===== src/rtl/muldiv_unit.sv =====
// Iterative MIPS-style HI/LO multiply/divide unit: shift-add multiply, restoring divide, MTHI/MTLO.
// Latency: MULT/MULTU/DIV/DIVU take WIDTH+1 edges from accept to HI/LO update; MTHI/MTLO take one edge.
// Backpressure: busy_o stalls the pipeline; start_i is ignored while busy, and flush_i aborts in flight.
module muldiv_unit #(
    parameter int WIDTH = 32
) (
    input  logic             clk_i,
    input  logic             rst_ni,
    input  logic             start_i,
    input  logic [2:0]       op_i,
    input  logic [WIDTH-1:0] a_i,
    input  logic [WIDTH-1:0] b_i,
    input  logic             flush_i,
    output logic             busy_o,
    output logic             done_o,
    output logic             dbz_o,
    output logic [WIDTH-1:0] hi_o,
    output logic [WIDTH-1:0] lo_o
);

    localparam int CW = $clog2(WIDTH + 1);

    localparam logic [2:0] OP_MULT  = 3'b000;
    localparam logic [2:0] OP_MULTU = 3'b001;
    localparam logic [2:0] OP_DIV   = 3'b010;
    localparam logic [2:0] OP_DIVU  = 3'b011;
    localparam logic [2:0] OP_MTHI  = 3'b100;
    localparam logic [2:0] OP_MTLO  = 3'b101;

    typedef enum logic [1:0] {IDLE, ITER, FIX} state_t;

    state_t             state_q;
    logic [CW-1:0]      cnt_q;
    logic [2*WIDTH-1:0] acc_q;     // mult: {partial product, multiplier}; div: {remainder, dividend/quotient}
    logic [WIDTH-1:0]   opnd_q;    // multiplicand or divisor magnitude
    logic               is_div_q;
    logic               sgnq_q;
    logic               sgnr_q;
    logic               dbz_pend_q;
    logic               busy_q;
    logic               done_q;
    logic               dbz_q;
    logic [WIDTH-1:0]   hi_q;
    logic [WIDTH-1:0]   lo_q;

    logic               is_mul_op;
    logic               is_div_op;
    logic               b_zero;
    logic               conv;
    logic [WIDTH-1:0]   a_mag;
    logic [WIDTH-1:0]   b_mag;

    // Decode the request and form operand magnitudes for the accept edge
    always_comb begin
        is_mul_op = (op_i == OP_MULT) || (op_i == OP_MULTU);
        is_div_op = (op_i == OP_DIV)  || (op_i == OP_DIVU);
        b_zero    = (b_i == '0);
        // A zero divisor skips sign handling: the raw dividend then shifts straight
        // through the remainder while every quotient bit comes out as one.
        conv      = (op_i == OP_MULT) || ((op_i == OP_DIV) && !b_zero);
        a_mag     = (conv && a_i[WIDTH-1]) ? -a_i : a_i;
        b_mag     = (conv && b_i[WIDTH-1]) ? -b_i : b_i;
    end

    logic [WIDTH:0]     msum;
    logic [WIDTH:0]     rem_sh;
    logic [WIDTH:0]     diff;
    logic               qbit;
    logic [2*WIDTH-1:0] step_next;

    // One iteration: shift-add for multiply, restoring shift-subtract for divide
    always_comb begin
        msum   = {1'b0, acc_q[2*WIDTH-1:WIDTH]} + (acc_q[0] ? {1'b0, opnd_q} : '0);
        rem_sh = {acc_q[2*WIDTH-1:WIDTH], acc_q[WIDTH-1]};
        diff   = rem_sh - {1'b0, opnd_q};
        qbit   = ~diff[WIDTH];
        if (is_div_q) begin
            step_next = {(qbit ? diff[WIDTH-1:0] : rem_sh[WIDTH-1:0]), acc_q[WIDTH-2:0], qbit};
        end else begin
            step_next = {msum, acc_q[WIDTH-1:1]};
        end
    end

    logic [2*WIDTH-1:0] mul_res;
    logic [WIDTH-1:0]   fix_hi;
    logic [WIDTH-1:0]   fix_lo;

    // Sign correction applied on the FIX edge
    always_comb begin
        mul_res = sgnq_q ? -acc_q : acc_q;
        if (is_div_q) begin
            fix_lo = sgnq_q ? -acc_q[WIDTH-1:0] : acc_q[WIDTH-1:0];
            fix_hi = sgnr_q ? -acc_q[2*WIDTH-1:WIDTH] : acc_q[2*WIDTH-1:WIDTH];
        end else begin
            fix_lo = mul_res[WIDTH-1:0];
            fix_hi = mul_res[2*WIDTH-1:WIDTH];
        end
    end

    // Control FSM with registered status outputs and HI/LO registers
    always_ff @(posedge clk_i or negedge rst_ni) begin
        if (!rst_ni) begin
            state_q    <= IDLE;
            cnt_q      <= '0;
            acc_q      <= '0;
            opnd_q     <= '0;
            is_div_q   <= 1'b0;
            sgnq_q     <= 1'b0;
            sgnr_q     <= 1'b0;
            dbz_pend_q <= 1'b0;
            busy_q     <= 1'b0;
            done_q     <= 1'b0;
            dbz_q      <= 1'b0;
            hi_q       <= '0;
            lo_q       <= '0;
        end else begin
            done_q <= 1'b0;
            dbz_q  <= 1'b0;
            case (state_q)
                IDLE: begin
                    if (start_i) begin
                        if (is_mul_op || is_div_op) begin
                            state_q    <= ITER;
                            busy_q     <= 1'b1;
                            cnt_q      <= CW'(WIDTH);
                            is_div_q   <= is_div_op;
                            sgnq_q     <= conv && (a_i[WIDTH-1] ^ b_i[WIDTH-1]);
                            sgnr_q     <= conv && a_i[WIDTH-1];
                            dbz_pend_q <= is_div_op && b_zero;
                            acc_q      <= {{WIDTH{1'b0}}, (is_div_op ? a_mag : b_mag)};
                            opnd_q     <= is_div_op ? b_mag : a_mag;
                        end else if (op_i == OP_MTHI) begin
                            hi_q <= a_i;
                        end else if (op_i == OP_MTLO) begin
                            lo_q <= a_i;
                        end
                    end
                end
                ITER: begin
                    if (flush_i) begin
                        state_q <= IDLE;
                        busy_q  <= 1'b0;
                        cnt_q   <= '0;
                    end else begin
                        acc_q <= step_next;
                        cnt_q <= cnt_q - CW'(1);
                        if (cnt_q == CW'(1)) begin
                            state_q <= FIX;
                        end
                    end
                end
                FIX: begin
                    state_q <= IDLE;
                    busy_q  <= 1'b0;
                    if (!flush_i) begin
                        hi_q   <= fix_hi;
                        lo_q   <= fix_lo;
                        done_q <= 1'b1;
                        dbz_q  <= dbz_pend_q;
                    end
                end
                default: begin
                    state_q <= IDLE;
                    busy_q  <= 1'b0;
                end
            endcase
        end
    end

    assign busy_o = busy_q;
    assign done_o = done_q;
    assign dbz_o  = dbz_q;
    assign hi_o   = hi_q;
    assign lo_o   = lo_q;

endmodule


===== config.mk =====
export PLATFORM = sky130hd
export DESIGN_NAME = muldiv_unit
export DESIGN_NICKNAME = d
export VERILOG_FILES = /design/src/rtl/muldiv_unit.sv
export SDC_FILE = /design/constraint.sdc
export NUM_CORES = 1
export LEC_CHECK = 0
export ABC_AREA = 0
export CORE_MARGIN = 2
export CORE_UTILIZATION = 25
export CTS_BUF_LIST = sky130_fd_sc_hd__clkbuf_8
export DETAILED_ROUTE_END_ITERATION = 8
export PLACE_DENSITY = 0.42
export SLEW_MARGIN = 20
export SYNTH_ARGS = -nofsm -noshare
export SYNTH_HDL_FRONTEND = slang
export SYNTH_SLANG_ARGS = --single-unit

===== constraint.sdc =====
create_clock -name clk_i -period 3.7 [get_ports clk_i]
set_input_delay 0.555 -clock clk_i [delete_from_list [all_inputs] [get_ports clk_i]]
set_output_delay 0.555 -clock clk_i [all_outputs]
set_load 0.1 [all_outputs]

# == Word level (Yosys, flattened, before mapping) ==
# Cells that the tools add are included.
# W data, S select, Z words.
# totals
register_bits,175
elab_cells,107
output_inout_bits,67
inputBits,71
# op_classes
n_eq_ne,18
reduce_logical,22
mux,44
addsub,8
n_bitwise,2
# ops
operator,count
$mux W32,19
$mux W64,5
$neg A32 Y32,4
$pmux W32 S2,2
$pmux W64 S2,1
$neg A64 Y64,1
$add A32 B32 Y33,1
$sub A33 B32 Y33,1
$logic_not A32 Y1,1
$mux W6,3
$ne A2 B2 Y1 const B,9
$pmux W6 S2,1
$reduce_and A3 Y1,4
$mux W2,4
$mux W1,7
$eq A3 B2 Y1 const B,2
$eq A3 B3 Y1 const B,2
$eq A6 B1 Y1 const B,1
$reduce_and A6 Y1,1
$sub A6 B1 Y6 const B,1
$logic_and A1 B1 Y1,5
$reduce_and A5 Y1,1
$logic_or A1 B1 Y1,4
$pmux W2 S2,1
12 further kinds,13

# == Longest topological paths before layout ==
# depth
ltp_word,10
depth_mapped,15
depth_no_buf,13

# == Worst setup path before layout ==
# Ideal clock, no wire load.
# synth_path
kind,register to register
startpoint,register acc_q[0]
endpoint,register acc_q[58]
path_buffers,3
path_slack_ns,0.411
required_time_ns,3.571
setup_time_ns,0.129
stages_incl_launch_ff,16
arrival_ns,3.160
synth_period_minus_slack_ns,3.289
cell_sequence,dfrtp_1 clkbuf_1 inv_1 clkbuf_1 nor2_1 ha_1 clkbuf_1 and4_1 and3_1 nand4_1 or3b_2 a21oi_1 a311oi_1 xnor2_1 a22oi_1 nand3_1
# synth_via
elab_chain_cells,5
# synth_rtl
element,line_no,text
from (decl),34,logic [2*WIDTH-1:0] acc_q;
from (signal assigned),130,"acc_q <= {{WIDTH{1'b0}}, (is_div_op ? a_mag : b_mag)};"
from (signal assigned),145,acc_q <= step_next;
$mux W32,73,"msum = {1'b0, acc_q[2*WIDTH-1:WIDTH]} + (acc_q[0] ? {1'b0, opnd_q} : '0);"
$add A32 B32 Y33,73,
$mux W64,77,if (is_div_q) begin
$mux W64,140,if (flush_i) begin
$pmux W64 S2,119,case (state_q)
# Every way passes these cells. The select of a mux whose other input is x is not followed.
# A chain may end at the register's enable or synchronous reset.

# == Worst setup path in the final report ==
# layout_path
startpoint,register acc_q[31]
endpoint,register acc_q[62]
# layout_via
elab_chain_cells,5
# layout_rtl
element,line_no,text
$sub A33 B32 Y33,75,"diff = rem_sh - {1'b0, opnd_q};"
$mux W32,78,"step_next = {(qbit ? diff[WIDTH-1:0] : rem_sh[WIDTH-1:0]), acc_q[WIDTH-2:0], qbit};"
$mux W64,77,
$mux W64,140,
$pmux W64 S2,119,
# Every way passes these cells. The select of a mux whose other input is x is not followed.

==> impl_metrics.ini <==
[timing]
hold_slack_ns = 0.4134
rsz0062_at_grt = false
slew_headroom = 0.2802
slew_violations = 0
period_minus_slack_ns = 3.495
post-route-period-util = 0.9445
setup_tns_ns = 0
clock.fmax_ghz = 0.2861
worstMarginPinSlew_ns = 1.076
setup_ws_ns = 0.2052
setup_viol = 0
fin_worst_skew_ns = 0.01970
finalHoldViolCount = 0

[place]
placed_area_um2 = 18300
io_buffer_count = 137
hpwl_um = 54490
dp_cells = 2930
gp_congestion = 0.9094
preCtsSetupSlack_ns = 0.03195

[cts]
cts_buffer_depth = 2
cts_tree = done
cts_root_buffer = clkbuf_8
cts_made_buffers = 17
cts.sink_count = 175
clkLatencyLatePin_ns = 0.58
htreeDepth = 4
postCtsSetupBuffers = 0
clkTransAtPathRegs_ns = 0.11

[grt]
grt_util_all_layers = 0.2172
grt_pass1_wl_um = 101500
antenna_found_initial = 11
grt_overflow = 0
grt_pass1_vias = 15270
grt_max_degree = 60

[floorplanning]
initial_core_util = 0.2522
die_w_um = 250.3
die-area_um2 = 62640
ios = 138
die_y_um = 250.3
core_area_um2 = 60130
row_count = 90

[setup_path]
crit_family = compound AO/OA/AOI/OAI gates
cp.arrival_ns = 4.00
worst_path_max_delay_cell = fa_1
cp_common_cell = buf_4
crit_fanout = 3
critPathBufInv = 3
crit_path_end_kind = flop
required_ns = 4.20
crit_path_cell_trace = inv_1 > ha_1 > fa_1 > nand2b_1 > a21oi_1 > o21ai_0 > buf_4 > nand3b_1 > a31oi_1 > buf_4 > o41ai_1 > xnor2_1 > o211a_1 > a211oi_1
crit_type = reg2reg
slowest_delay_ns = 0.41
cp-start-kind = flop

[drt]
num_vias = 15610
drc_errors = 0
wl_um = 68060
detail-route-antenna-nets = 0
viasPerCell = 5.264
drt-initial-drc-count = 1420
firstDrtPassIters = 7
wl_per_cell_um = 22.95

[logic_synthesis]
synthArstFlopShare = 1.000
synth_compound_area_frac = 0.2728
synth_cell_types = 77
yosys.area_share.adder = 0.06040
synth-edff-count = 0
ys.flop_type = dfrtp_1
syn_area_um2 = 15160
yosysWarnings = 0
syn_avg_cell_area_um2 = 7.658
syn-num-nets = 2123
synth_simple_gate_area_frac = 0.1971
ys_seq_area_frac = 0.2888
synth_mux_area_frac = 0.03391
syn_inst = 1980
synth_xor_area_frac = 0.1017
synth_top_family_by_area = compound AO/OA/AOI/OAI gates
ys_seq_elements = 175

[power]
leakage_nw = 7.947
powerDensity_nw_per_um2 = 815.3
irDropWorstVdd_mv = 0.3061

[hold_path]
min_path_type = in2reg

[finish]
fin_nets = 2311
regArea_um2 = 4380
final_cell_mix = a21oi_1 (223), o21ai_0 (211), nand2_1 (210)
drive_gt1_frac = 0.1068
multi_input_area_um2 = 10150
area_growth_syn_to_layout_pct = 23.81
final_cells = 2966
final_common_cell = a21oi_1
fillerInstances = 6499
stdcell_area_um2 = 18770

[job]
max-cap-violations = 0

[run_status]
status = completed
[cells by family after synthesis]
family,count (synthesis)
AO/OA/AOI/OAI,682
XOR/XNOR,176
adder cells (fa/ha/maj),72
buffers and inverters,180
flip-flops,175
multiplexers,50
AND/OR/NAND/NOR,645
[cell usage after synthesis, drive strengths merged, types with 41 or more instances]
cell	n	share of area
a21oi	224	0.074
o21ai	218	0.073
nand2	210	0.052
nor2	202	0.050
dfrtp	175	0.29
xnor2	110	0.064
clkbuf	104	0.026
ha	70	0.058
xor2	66	0.038
inv	63	0.016
nor3	50	0.017
o31ai	41	0.021
[routing by layer]
| metal | share of wire | routed length [um] | up-vias | GRT usage |
|---|---|---|---|---|
| met2 | 0.44 | 29860 | 439 | 0.3346 |
| met3 | 0.059 | 4010 | 73 | 0.04458 |
| met4 | 0.030 | 2023 | 18 | 0.07117 |
| met5 | 0.0015 | 103 | - | 0 |
| met1 | 0.47 | 32060 | 7585 | 0.3021 |
| li1 | - | - | 7498 | - |
[tightest hold or removal path, cell delays in order]
cell and delay (ns):
buf_2 0.08, inv_1 0.11, a31o_1 0.21
[layout make-up]
type,instances,share of cell area
multi-input cells,1625,0.5409
diodes,3,0.0003999
flip-flops and latches,175,0.2333
well taps,782,0.05212
clock buffers,18,0.01320
inverters,63,0.01260
repair buffers,286,0.1367
clock inverters,14,0.01080
[flip-flops by register name (all words and copies together), names as in the netlist, 2 cells and up]
register and cells:
acc_q 64, cnt_q 6, hi_o 32, lo_o 32, opnd_q 32, state_q 2
[path summary, 6_finish.rpt]
check	startpoint	endpoint	slack (ns)	cells past startpoint
worst max-delay path	acc_q[31]	acc_q[62]	0.21	14
worst min-delay path	op_i[1]	opnd_q[28]	0.41	3
worst max register to register	acc_q[31]	acc_q[62]	0.21	14
worst min register to register	hi_o[25]	hi_o[25]	0.48	2
max in group asynchronous	rst_ni	lo_o[27]	2.24	3
min in group asynchronous	rst_ni	acc_q[48]	0.51	2
[report_power, final]
part | internal [mW] | switching, mW | total (mW)
combinational | 3.51 | 6.80 | 10.3
clock | 0.770 | 0.877 | 1.65
sequential | 2.59 | 0.757 | 3.35
total | 6.87 | 8.43 | 15.3
[repair_timing]
action / in CTS / in global routing
hold buffers: 1 / 0
gates resized for setup: 0 / 1
hold endpoints to repair: 45 / 0
endpoints found under the setup margin: 0 / 1
[stage by stage]
step,utilization,power [mW]
floorplan,-,10.24
global placement,0.3043,13.63
detailed placement,0.3043,13.65
CTS,0.3120,15.35
global route,0.3122,16.33
finish,0.3122,15.31
Note: power is estimated with default switching activity, not from simulation.
